$ cat src/rtl/ps2_pkg.sv
// ps2_pkg: shared state encoding, protocol byte constants and parity helper for the PS/2 host controller
package ps2_pkg;
  typedef enum logic [2:0] {IDLE, INHIBIT, START, SHIFT, ACKBIT, WAITRSP, NEXT} state_t;
  localparam logic [7:0] ACK = 8'hFA;
  localparam logic [7:0] RESEND = 8'hFE;
  localparam logic [7:0] SET_LED = 8'hED;
  function automatic logic odd_par(input logic [7:0] b);
    return ~^b;
  endfunction
endpackage

$ cat src/rtl/ps2_filter.sv
// ps2_filter: line conditioning for PS/2 clock/data sense
//   ps2[0] clock: 2-flop sync + 8-sample glitch filter -> fall / clk_edge strobes
//   ps2[1] data : 2-flop sync only -> data
//   all sampling gated by ce; reset leaves every history bit at one (idle lines)
module ps2_filter (
  input  logic       clock,
  input  logic       reset,
  input  logic       ce,
  input  logic [1:0] ps2,
  output logic       fall,
  output logic       clk_edge,
  output logic       data
);
  logic [1:0] s1, s2;
  logic [7:0] hist;
  logic       lvl;
  always_ff @(posedge clock or posedge reset)
    if (reset) begin
      s1   <= '1;
      s2   <= '1;
      hist <= '1;
      lvl  <= 1'b1;
    end else if (ce) begin
      s1   <= ps2;
      s2   <= s1;
      hist <= {hist[6:0], s2[0]};
      lvl  <= &hist ? 1'b1 : ~|hist ? 1'b0 : lvl;
    end
  // filtered level flips only after eight agreeing samples; strobes fire on that tick
  assign fall     = ce & lvl & ~|hist;
  assign clk_edge = ce & (lvl ? ~|hist : &hist);
  assign data     = s2[1];
endmodule

$ cat src/rtl/ps2_host_ctrl.sv
// ps2_host_ctrl: PS/2 host-to-device transmitter arbitrating LED updates and single command bytes
//   clock/reset  system clock, async active-high reset; ce gates all activity
//   ps2/ps2_oe   raw line sense and open-drain pull-low, [0] clock, [1] data
//   led_req/led_val, cmd_req/cmd_byte  request pulses with captured payloads
//   rx_valid/rx_data  device byte from the scancode receiver; rx_own claims it
//   busy/done/err  transaction status
//   PS2_HOST_RETRY_EN: resend a byte on 0xFE or missing ack, up to 3 times
module ps2_host_ctrl
  import ps2_pkg::*;
#(
  parameter logic [15:0] INHIBIT_TICKS = 16'd800,
  parameter logic [15:0] TIMEOUT_TICKS = 16'd40000
) (
  input  logic       clock,
  input  logic       reset,
  input  logic       ce,
  input  logic [1:0] ps2,
  output logic [1:0] ps2_oe,
  input  logic       led_req,
  input  logic [2:0] led_val,
  input  logic       cmd_req,
  input  logic [7:0] cmd_byte,
  input  logic       rx_valid,
  input  logic [7:0] rx_data,
  output logic       rx_own,
  output logic       busy,
  output logic       done,
  output logic       err
);
  state_t      state, state_n;
  logic [15:0] cnt;
  logic [3:0]  bitcnt;
  logic [7:0]  tx, cmd_q;
  logic [2:0]  led_q;
  logic        is_led, second, cmd_pend, led_pend;
  logic        fall, clk_edge, data_s, tmo, fail, retry, fin_ok, fin_err;
  logic [8:0]  frame;
  ps2_filter u_filt (.clock, .reset, .ce, .ps2, .fall, .clk_edge, .data(data_s));
  assign frame  = {odd_par(tx), tx};
  assign tmo    = cnt == TIMEOUT_TICKS - 16'd1;
  assign busy   = state != IDLE;
  assign rx_own = state == WAITRSP;
  // SHIFT holds data+parity; the stop bit is the released line of ACKBIT
  assign ps2_oe = state == INHIBIT ? 2'b01 : state == START ? 2'b10 :
                  state == SHIFT ? {~frame[bitcnt], 1'b0} : 2'b00;
`ifdef PS2_HOST_RETRY_EN
  logic [1:0] tries;
  always_ff @(posedge clock or posedge reset)
    if (reset) tries <= '0;
    else if (ce) tries <= (state == IDLE || state == NEXT) ? 2'd0 : retry ? tries + 2'd1 : tries;
`endif
  always_comb begin
    state_n = state;
    fin_ok  = 1'b0;
    fin_err = 1'b0;
    fail    = 1'b0;
    case (state)
      IDLE:    state_n = (cmd_pend | led_pend) ? INHIBIT : IDLE;
      INHIBIT: state_n = (cnt == INHIBIT_TICKS - 16'd1) ? START : INHIBIT;
      START:   if (fall) state_n = SHIFT; else fin_err = tmo;
      SHIFT:   if (fall) state_n = bitcnt == 4'd8 ? ACKBIT : SHIFT; else fin_err = tmo;
      ACKBIT:  if (fall) begin
                 state_n = WAITRSP;
                 fail    = data_s;
               end else fin_err = tmo;
      WAITRSP: if (rx_valid) begin
                 state_n = NEXT;
                 fin_ok  = rx_data == ACK && !(is_led && !second);
                 fail    = rx_data == RESEND;
                 fin_err = rx_data != ACK && rx_data != RESEND;
               end else fin_err = tmo;
      NEXT:    state_n = INHIBIT;
      default: state_n = IDLE;
    endcase
`ifdef PS2_HOST_RETRY_EN
    retry = fail & (tries != 2'd3);
`else
    retry = 1'b0;
`endif
    fin_err = fin_err | (fail & ~retry);
    if (retry) state_n = INHIBIT;
    if (fin_ok | fin_err) state_n = IDLE;
  end
  always_ff @(posedge clock or posedge reset)
    if (reset) begin
      state    <= IDLE;
      cnt      <= '0;
      bitcnt   <= '0;
      tx       <= '0;
      cmd_q    <= '0;
      led_q    <= '0;
      is_led   <= 1'b0;
      second   <= 1'b0;
      cmd_pend <= 1'b0;
      led_pend <= 1'b0;
      done     <= 1'b0;
      err      <= 1'b0;
    end else if (ce) begin
      state    <= state_n;
      // our own clock pull during INHIBIT must not restart the inhibit count
      cnt      <= (state_n != state || (clk_edge && state != INHIBIT)) ? '0 : cnt + 16'd1;
      bitcnt   <= state == SHIFT ? bitcnt + {3'b0, fall} : '0;
      done     <= fin_ok;
      err      <= fin_err;
      cmd_pend <= cmd_req | (cmd_pend & state != IDLE);
      led_pend <= led_req | (led_pend & !(state == IDLE && !cmd_pend));
      if (cmd_req) cmd_q <= cmd_byte;
      if (led_req) led_q <= led_val;
      if (state == IDLE) begin
        tx     <= cmd_pend ? cmd_q : SET_LED;
        is_led <= ~cmd_pend;
        second <= 1'b0;
      end else if (state == NEXT) begin
        tx     <= {5'b0, led_q};
        second <= 1'b1;
      end
    end
endmodule

$ cat config.mk
export PLATFORM = sky130hd
export DESIGN_NAME = ps2_host_ctrl
export DESIGN_NICKNAME = d
export VERILOG_FILES = /design/src/rtl/ps2_pkg.sv /design/src/rtl/ps2_filter.sv /design/src/rtl/ps2_host_ctrl.sv
export SDC_FILE = /design/constraint.sdc
export NUM_CORES = 1
export LEC_CHECK = 0
export CAP_MARGIN = 20
export CORE_ASPECT_RATIO = 1.25
export CORE_MARGIN = 3
export CORE_UTILIZATION = 50
export DETAILED_ROUTE_END_ITERATION = 8
export GPL_TIMING_DRIVEN = 0
export HOLD_SLACK_MARGIN = 0.03
export PLACE_DENSITY = 0.74
export SLEW_MARGIN = 30
export SYNTH_ARGS = -nofsm -noshare
export SYNTH_HDL_FRONTEND = slang
export SYNTH_SLANG_ARGS = --single-unit
$ cat constraint.sdc
create_clock -name clock -period 2.4 [get_ports clock]
set_clock_uncertainty 0.1 [all_clocks]
set_input_delay 0.6 -clock clock [delete_from_list [all_inputs] [get_ports clock]]
set_output_delay 0.6 -clock clock [all_outputs]
set_load 0.01 [all_outputs]
== Yosys cells after proc, flatten, opt, wreduce, memory -nomap -nowiden ==
Cells that the tools add are included.
Storage, ports and cells
  output and inout bits: 6
  flip-flop bits (word level): 61
  word-level logic and storage cells: 102
  input port bits: 27
Cells by class
  reduce and logical (&&, ||, !) cells: 23
  magnitude comparators: 1
  add/sub/neg operators: 2
  bitwise operators: 12
  muxes and demuxes: 32
  eq/ne operators: 16
Operators with widths (count)
  8-bit 2-to-1 mux: 3
  3-bit one-hot mux with 7 select lines: 1
  3-bit 2-to-1 mux: 6
  16-bit by 1-bit adder with 16-bit output (second input constant): 1
  16-bit by 10-bit == test with 1-bit output (second input constant): 1
  16-bit == test (second input constant): 1
  8-bit == test (second input constant): 2
  16-bit 2-to-1 mux: 1
  8-bit != test (second input constant): 2
  1-bit 2-to-1 mux: 13
  2-bit AND reduction: 5
  3-bit == test (second input constant): 3
  2-bit 2-to-1 mux: 4
  8-bit AND reduction: 1
  8-bit OR reduction: 1
  8-bit XNOR reduction: 1
  3-bit by 2-bit == test with 1-bit output (second input constant): 2
  1-bit bitwise AND: 5
  1-bit logical AND: 5
  1-bit logical NOT: 5
  4-bit by 5-bit less-than comparator with 1-bit output (second input constant): 1
  1-bit OR: 5
  4-bit by 1-bit adder with 4-bit output: 1
  1-bit binary-select mux with 4-bit select: 1
  13 further kinds: 15

== Longest topological paths before layout ==
Gate-level depths: netlist of run 1.
  depth after elaboration: 11
  gate-level depth with buffers: 10
  gate-level depth less buffers: 8

== Hierarchy ==
Synthesis of run 1 repeated with hierarchy kept, for this count alone.
Second synthesis, totals
  cell total of the unflattened synthesis: 311
  area, all modules: 3173.0 µm²
Modules (own cells, without submodules)
  ps2_host_ctrl: seq. area each 1201.2 µm², cells each 271, area each 2618.8 µm², times used 1
  ps2_filter: seq. area each 341.6 µm², cells each 40, area each 554.3 µm², times used 1

== Least setup slack after synthesis of run 1 ==
Ideal clock, no wire load.
  path type: input port to flip-flop
  start: input port ce
  end: register cnt[0]
  cell stages on the path: 9
  arrival time: 2345 ps
  buffers on the path: 2
  data required time: 2175 ps
  setup time: 125 ps
  path slack: -170 ps
  cell sequence: buf_4 -> nor3b_2 -> nand3_2 -> maj3_2 -> a2111o_1 -> o221ai_2 -> buf_6 -> nor3_1 -> mux2_4
Between the ends
  longest elaborated chain between the ends: 10
  elaborated cells on any way between the ends: 18
  those cells by class: eq/ne: 1; mux: 10; bitwise: 5; reduce/logical: 2
RTL lines
  start: declaration: RTL line ps2_host_ctrl.sv:16  | input logic ce,
  1-bit bitwise AND (2 in a row): RTL line ps2_filter.sv:30  | assign fall = ce & lvl & ~|hist;
  1-bit 2-to-1 mux (on tied branches): RTL line ps2_host_ctrl.sv:60, ps2_host_ctrl.sv:61, ps2_host_ctrl.sv:62
  1-bit one-hot mux with 2 select lines: RTL line ps2_host_ctrl.sv:57  | case (state)
  1-bit OR: RTL line ps2_host_ctrl.sv:80  | fin_err = fin_err | (fail & ~retry);
  1-bit OR: RTL line ps2_host_ctrl.sv:82  | if (fin_ok | fin_err) state_n = IDLE;
  3-bit 2-to-1 mux: RTL line ps2_host_ctrl.sv:82
  3-bit != test: RTL line ps2_host_ctrl.sv:101  | cnt <= (state_n != state || (clk_edge && state != INHIBIT)) ? '0 : cnt + 16'd1;
  1-bit logical OR: RTL line ps2_host_ctrl.sv:101
  16-bit 2-to-1 mux: RTL line ps2_host_ctrl.sv:101
  end signal: assignment: RTL line ps2_host_ctrl.sv:101
  end: declaration: RTL line ps2_host_ctrl.sv:31  | logic [15:0] cnt;
Several ways; a longest one is shown, not always the timed one.
A chain may end at the register's enable or synchronous reset.

== Worst setup path after layout of run 1 ==
  start: register cnt[1]
  end: register cnt[0]
Between the ends
  longest elaborated chain between the ends: 9
  elaborated cells on any way between the ends: 13
  those cells by class: eq/ne: 3; mux: 7; bitwise: 2; reduce/logical: 1
RTL lines
  16-bit == test: RTL line ps2_host_ctrl.sv:40  | assign tmo = cnt == TIMEOUT_TICKS - 16'd1;
  1-bit 2-to-1 mux (on tied branches)
  1-bit one-hot mux with 2 select lines: RTL line ps2_host_ctrl.sv:57
  1-bit OR: RTL line ps2_host_ctrl.sv:80
  1-bit OR: RTL line ps2_host_ctrl.sv:82
  3-bit 2-to-1 mux *: RTL line ps2_host_ctrl.sv:82
  3-bit != test *: RTL line ps2_host_ctrl.sv:101
  1-bit logical OR *: RTL line ps2_host_ctrl.sv:101
  16-bit 2-to-1 mux *: RTL line ps2_host_ctrl.sv:101
Mark *: on every way between the ends. The rest lies on a longest branch, timed or not.

==> qor.csv, run 1 <==
stage,metric,value,unit
yosys,post-synthesis mux area share,9.843,%
yosys,main combinational cell family by area after synthesis,simple AND/OR/NAND/NOR gates,
yosys,Avg Inst Size Synth,10.39,sq um
routing,Detailed Route Iter0 Violations,138,
yosys,Synth Area in Adders,1.454,%
sta,setup TNS,-2.462,ns
yosys,Yosys reg bits,61,
worst_setup_path,Worst path slowest cell,or4b_4,
hold_path,hold path depth,2,
routing,Residual DRC,0,
worst_setup_path,Setup crit end kind,flip-flop,
flow_run,max_cap viols,0,
yosys,XOR/XNOR share of the synthesized area,3.393,%
grt,vias in the first global route,2790,
yosys,Cell variety after synth,63,
hold_path,hold endpoint,is_led,
place,hpwl dp,5185,microns
yosys,post-synthesis cell area,3356,sq um
floorplan,die width,79.28,microns
worst_setup_path,Worst Path Arrival,2.72,ns
yosys,synth warn,0,
run_status,failing checks,setup timing,
worst_setup_path,crit-path cells,ha_4 -> or4b_4 -> nor3_4 -> o2111a_2 -> a211oi_2 -> o221ai_2 -> buf_6 -> nor3_2 -> mux2_4,
sta,f_max,384.6,MHz
yosys,"Primary FF master, synth",dfrtp_1,
cells_and_area,# diodes,0,
worst_setup_path,Buf/Inv on CP,1,
sta,RSZ-0062 raised after global routing,true,
worst_setup_path,Critical Path Source Type,flip-flop,
grt,initial antenna violation count,0,
grt,GRT Overall Usage,20.74,%
power_and_ir_drop,Pwr per Cell Area,952.9,nW/um^2
hold_path,hold path start,is_led,
grt,largest net degree at the start of global routing,43,
power_and_ir_drop,total power,4017,uW
sta,Slew @ Worst Pin,0.7798,ns
sta,relative slew slack,48.01,%
yosys,synthesized netlist cell count,323,
floorplan,core area,6326,sq um
floorplan,row count,32,
sta,count of pins over their slew limit,0,
clock_network,CTS Buf Count,9,
worst_setup_path,worst endpoint required time,2.52,ns
sta,min cycle time layout,2.600,ns
worst_setup_path,"CP delay by family, top",compound AO/OA/AOI/OAI gates,
floorplan,full die area,7737,sq um
yosys,Synth Area in Simple Gates,20.25,%
hold_path,hold crit path type,reg2reg,
yosys,Synth top area share,35.79,%
yosys,post-synthesis compound-gate area fraction,15.06,%
routing,via-per-instance ratio,5.708,
clock_network,clock tree buffer depth,2,
worst_setup_path,Worst Path Max Fanout,6,
floorplan,# IOs,33,
yosys,Syn Nets,353,
power_and_ir_drop,Lkg Pwr,0.001722,uW
yosys,Synth area leaders,"dfrtp_1 (36%), dfstp_2 (10%), mux2_2 (8.1%)",
worst_setup_path,r2r setup slk,-0.20,ns
power_and_ir_drop,VDD IR max,0.5130,mV
sta,endpoints failing setup,17,
clock_network,Clock transition at path regs,0.07,ns
yosys,"EDFF count, synth",0,
cells_and_area,Final nets,409,
place,GP Congestion,0.8681,
cells_and_area,synth-to-layout area growth,25.62,%
yosys,"Seq/Total Area, Yosys",45.97,%
worst_setup_path,RR Startpoint,cnt[1],
place,IO Port Bufs,31,
sta,Hold Fails Final Rpt,0,
grt,first-pass GRT wire length,12600,microns
routing,wire per inst,15.99,microns
sta,Hold Slack,0.3936,ns
worst_setup_path,reg2reg path depth,9,
routing,Routed WL,7500,microns
yosys,fraction of registers with async set or reset after synthesis,100.0,%
grt,total grt overflow,0,
worst_setup_path,CP max stage delay,0.46,ns
routing,post-route ant nets,0,
sta,setup ws final,-0.2002,ns
cells_and_area,Finished Core Util,66.63,%
clock_network,htree depth,3,
routing,drt first pass iters,5,
cells_and_area,share of layout cells above drive strength 1,29.95,%
clock_network,Sink Count,61,
yosys,"area leader, netlist",dfrtp_1,
clock_network,root buf cell,clkbuf_8,
routing,routed via count,2677,
cells_and_area,most frequent cells in the layout,"dfrtp_1 (46), nand2_1 (39), mux2_2 (24), clkdlybuf4s50_1 (24), o21ai_0 (20)",
cells_and_area,"most common cell after layout, fill and taps aside",dfrtp_1,
clock_network,Skew-Pair Late Insertion Delay,0.34,ns
run_status,status,"complete, but fails checks",
sta,crit share post-route,108.3,%
clock_network,TritonCTS clock tree,built,
worst_setup_path,Worst path depth,9,
floorplan,Die Ht,97.60,microns
worst_setup_path,Crit Path Category,reg2reg,
worst_setup_path,Reg2Reg Capture Point,cnt[0],
floorplan,Starting Density,53.05,%
-- cell families (layout without fill, tap and decap cells) --
family / after synthesis / in the layout
buf+inv: 28 / 89
xor+xnor: 13 / 13
simple gates: 122 / 122
mux: 27 / 27
flops: 61 / 61
compound gates: 68 / 68
fa+ha+maj: 4 / 4
-- synthesized netlist by cell type (6+ instances only) --
| library cell | instances |
|---|---|
| nand2_1 | 39 |
| dfstp_2 | 13 |
| o21ai_1 | 6 |
| o21ai_0 | 20 |
| inv_1 | 13 |
| xnor2_1 | 8 |
| dfrtp_1 | 48 |
| nor2b_1 | 6 |
| a21oi_1 | 10 |
| clkbuf_1 | 6 |
| nand3b_1 | 7 |
| mux2_2 | 24 |
| nor3_1 | 10 |
| nor2_1 | 9 |
| nand3_1 | 15 |
| a21oi_2 | 6 |
-- report_power, final --
group          leakage, uW  switching (uW)  total (uW)  internal, uW
sequential        0.000742             245        1560          1320
combinational     0.000888             780        1570           787
clock            0.0000923             408         885           477
total              0.00172            1430        4020          2580
-- worst max path at each step --
stage / to / slack [ns] / from
6_report: cnt[0] / -0.20 / cnt[1]
5_1_grt: cnt[13] / -0.28 / u_filt.hist[2]
4_1_cts: ps2_oe[1] / -0.19 / bitcnt[0]
3_5_place_dp: cnt[0] / -0.58 / rx_valid
3_3_place_gp: cnt[11] / -0.84 / reset
2_1_floorplan: cnt[0] / -0.06 / ce
-- worst min-delay path, cell delays in order, from the launching register on --
cell and delay, ns:
dfrtp_1 0.34, nand2_1 0.05, o21ai_0 0.07
-- metrics by stage --
stage / area [sq um] / std cells / worst slack, ns
after global routing: 4215 / 469 / -0.2824
after CTS: 4145 / 465 / -0.1942
after floorplan: 3374 / 323 / -0.05691
after detailed placement: 3814 / 440 / -0.5812
final: 4215 / 469 / -0.2002
after global placement: 3791 / 439 / -0.8404
-- area by class of cell --
| type | instances | area, sq um |
|---|---|---|
| buffer | 14 | 92.59 |
| clock inverter | 6 | 63.81 |
| multi-input combinational | 234 | 1793 |
| tap | 85 | 106.4 |
| clock buffer | 10 | 127.6 |
| inverter | 14 | 55.05 |
| timing repair buffer | 45 | 431.7 |
| fill | 545 | 2111 |
| sequential | 61 | 1545 |
-- sequential cells by signal, indices dropped and copies added, names as in the netlist --
name / flops
is_led: 1
second: 1
led_pend: 1
done: 1
u_filt.s2: 2
cnt: 16
cmd_pend: 1
cmd_q: 8
err: 1
bitcnt: 4
u_filt.s1: 2
led_q: 3
state: 3
u_filt.hist: 8
tx: 8
u_filt.lvl: 1
-- repair_timing --
action / in CTS / in global routing
pin swaps: 14 / 13
hold buffers: 0 / 0
cloned: 2 / 1
setup endpoints to repair: 19 / 17
setup buffers: 7 / 3
resized for setup: 25 / 10
hold endpoints to repair: 0 / 0
-- metal layers --
layer / up-vias / track usage, % / routed length (microns)
li1: 1279 / - / -
met4: 0 / 10.05 / 160
met3: 12 / 4.731 / 333
met2: 67 / 35.60 / 3982
met5: - / 0 / 0
met1: 1319 / 23.93 / 3023
Note: power is estimated with default switching activity, not from simulation.
==> inputs of run 2 (changes only) <==
--- a/config.mk
+++ b/config.mk
@@ -5,6 +5,7 @@
 export SDC_FILE = /design/constraint.sdc
 export NUM_CORES = 1
 export LEC_CHECK = 0
+export ABC_CLOCK_PERIOD_IN_PS = 2400
 export CAP_MARGIN = 20
 export CORE_ASPECT_RATIO = 1.25
 export CORE_MARGIN = 3
==> results of run 2 <==
The final DEF is identical to that of run 1; final timing and power are the same.
==> inputs of run 3 (changes only) <==
--- a/config.mk
+++ b/config.mk
@@ -10,6 +10,7 @@
 export CORE_ASPECT_RATIO = 1.25
 export CORE_MARGIN = 3
 export CORE_UTILIZATION = 50
+export CTS_BUF_LIST = sky130_fd_sc_hd__clkbuf_16
 export DETAILED_ROUTE_END_ITERATION = 8
 export GPL_TIMING_DRIVEN = 0
 export HOLD_SLACK_MARGIN = 0.03
==> run 3 against run 2 <==
  * The flow still finishes with violations (setup timing)
  * Hold slack improved by 0.0011 ns
  * Combinational power up 6%
  * Die area is the same
  * Worst setup slack improved by 0.013 ns
  * Critical path type unchanged
  * Critical endpoint unchanged
  * Highest routed layer unchanged
==> qor.csv, run 3 (same netlist as run 1, synthesis figures left out) <==
stage,metric,value,unit,change
cells_and_area,Final nets,411,,was 409
worst_setup_path,Crit Path Category,reg2reg,,unchanged
sta,setup ws final,-0.1869,ns,was -0.2002 ns
run_status,status,"complete, but fails checks",,unchanged
grt,vias in the first global route,2809,,was 2790
routing,Residual DRC,0,,unchanged
clock_network,CTS Buf Count,9,,unchanged
cells_and_area,share of layout cells above drive strength 1,30.83,%,was 29.95%
cells_and_area,synth-to-layout area growth,30.69,%,was 25.62%
cells_and_area,final non-filler cell total,471,,was 469
clock_network,clock tree buffer depth,2,,unchanged
cells_and_area,max reg flops,16,,unchanged
routing,routed via count,2737,,was 2677
routing,Detailed Route Iter0 Violations,94,,was 138
routing,post-route ant nets,0,,unchanged
clock_network,Skew-Pair Late Insertion Delay,0.33,ns,was 0.34 ns
grt,first-pass GRT wire length,12770,microns,was 12600 microns
cells_and_area,"most common cell after layout, fill and taps aside",dfrtp_1,,unchanged
floorplan,Die Ht,97.60,microns,unchanged
worst_setup_path,Critical Path Source Type,flip-flop,,unchanged
clock_network,Sink Count,61,,unchanged
grt,initial antenna violation count,0,,unchanged
run_status,failing checks,setup timing,,unchanged
hold_path,hold path depth,1,,was 2
worst_setup_path,Worst Path Arrival,2.70,ns,was 2.72 ns
sta,count of pins over their slew limit,0,,unchanged
hold_path,hold path start,cmd_q[0],,was is_led
worst_setup_path,RR Startpoint,cnt[1],,unchanged
worst_setup_path,Worst Path Max Fanout,6,,unchanged
routing,via-per-instance ratio,5.811,,was 5.708
grt,most used routing layer,met2,,unchanged
clock_network,Clock transition at path regs,0.06,ns,was 0.07 ns
sta,Hold Fails Final Rpt,0,,unchanged
clock_network,root buf cell,clkbuf_16,,was clkbuf_8
cells_and_area,Finished Core Util,69.32,%,was 66.63%
sta,crit share post-route,107.8,%,was 108.3%
sta,Hold Slack,0.3947,ns,was 0.3936 ns
worst_setup_path,r2r setup slk,-0.19,ns,was -0.20 ns
worst_setup_path,Setup crit end kind,flip-flop,,unchanged
flow_run,max_cap viols,0,,unchanged
floorplan,# IOs,33,,unchanged
cells_and_area,most frequent cells in the layout,"dfrtp_1 (47), nand2_1 (38), mux2_2 (24), clkdlybuf4s50_1 (23), o21ai_0 (20)",,"was dfrtp_1 (46), nand2_1 (39), mux2_2 (24), clkdlybuf4s50_1 (24), o21ai_0 (20)"
routing,Routed WL,7841,microns,was 7500 microns
floorplan,core area,6326,sq um,unchanged
sta,Slew @ Worst Pin,0.7551,ns,was 0.7798 ns
grt,GR Util met1,24.01,%,was 23.93%
hold_path,hold endpoint,cmd_q[0],,was is_led
cells_and_area,cell area after layout,4385,sq um,was 4215 sq um
power_and_ir_drop,Lkg Pwr,0.001781,uW,was 0.001722 uW
floorplan,full die area,7737,sq um,unchanged
place,placed cell areas,3814,sq um,unchanged
place,Post-Place Cells,440,,unchanged
power_and_ir_drop,total power,4490,uW,was 4017 uW
sta,f_max,386.6,MHz,was 384.6 MHz
place,GP Congestion,0.8681,,unchanged
sta,relative slew slack,49.66,%,was 48.01%
clock_network,TritonCTS clock tree,built,,unchanged
place,hpwl dp,5185,microns,unchanged
routing,drt first pass iters,4,,was 5
grt,largest net degree at the start of global routing,43,,unchanged
place,IO Port Bufs,31,,unchanged
grt,met3 Usage GRT,5.102,%,was 4.731%
floorplan,row count,32,,unchanged
worst_setup_path,reg2reg path depth,9,,unchanged
cells_and_area,Top reg by flops,cnt,,unchanged
routing,wire per inst,16.65,microns,was 15.99 microns
power_and_ir_drop,VDD IR max,0.5624,mV,was 0.5130 mV
power_and_ir_drop,Pwr per Cell Area,1024,nW/um^2,was 952.9 nW/um^2
sta,min cycle time layout,2.587,ns,was 2.600 ns
hold_path,hold crit path type,reg2reg,,unchanged
sta,endpoints failing setup,17,,unchanged
floorplan,Starting Density,53.05,%,unchanged
worst_setup_path,worst endpoint required time,2.51,ns,was 2.52 ns
grt,met2 Usage GRT,37.68,%,was 35.60%
floorplan,die width,79.28,microns,unchanged
grt,total grt overflow,0,,unchanged
cells_and_area,# diodes,0,,unchanged
clock_network,htree depth,3,,unchanged
grt,GRT Overall Usage,21.24,%,was 20.74%
worst_setup_path,Reg2Reg Capture Point,cnt[0],,unchanged
sta,RSZ-0062 raised after global routing,true,,unchanged
run 3: cell types whose count changed in the layout (fill, tap and decap cells not counted), sizes merged:
cell | before | now
dlygate4sd2 | 3 | 6
dlymetal6s2s | 3 | 1
buf | 23 | 24
clkdlybuf4s50 | 24 | 23
inv | 14 | 15
run 3: area by class of cell:
class	count	area, sq um
fill	512	1941
multi-input combinational	234	1848
sequential	61	1544
timing repair buffer	47	444.2
clock buffer	9	225.2
tap	85	106.4
buffer	14	95.09
clock inverter	7	67.56
inverter	14	55.05
run 3: critical path: stages (launching register included):
cell and delay (ns):
dfrtp_1 0.39, ha_4 0.15, or4b_4 0.46, nor3_4 0.19, o2111a_2 0.37, a211oi_4 0.08
o221ai_4 0.26, buf_6 0.18, nor3_2 0.04, mux2_4 0.24
run 3: metrics by stage:
step	worst slack (ns)	TNS [ns]
floorplan	-0.05691	-0.1196
global placement	-0.8404	-52.52
detailed placement	-0.5812	-9.026
CTS	-0.1707	-2.105
global route	-0.2725	-3.958
finish	-0.1869	-2.553
run 3: how the worst max path moves through the flow:
stage	slack [ns]	endpoint	startpoint	cells after the start
after floorplan	-0.06	cnt[0]	ce	9
after global placement	-0.84	cnt[11]	reset	2
after detailed placement	-0.58	cnt[0]	rx_valid	9
after CTS	-0.17	ps2_oe[1]	bitcnt[0]	6
after global routing	-0.27	cnt[9]	cnt[1]	9
final	-0.19	cnt[0]	cnt[1]	9
run 3: report_power, final:
part,internal [uW],leakage (uW),switching [uW]
combinational,836,0.000895,822
sequential,1320,0.000743,250
clock,796,0.000143,466
run 3: repair_timing:
item / CTS / global route
hold buffers: 0 / 0
gates cloned: 2 / 1
setup buffers: 9 / 3
pin swaps: 20 / 15
endpoints found under the setup margin: 19 / 17
resized for setup: 30 / 17
run 3: metal layers:
layer / share of wire [%] / up-vias
met5: 0 / -
met4: 2.7 / 0
li1: - / 1288
met1: 39 / 1356
met2: 54 / 72
met3: 4.6 / 21
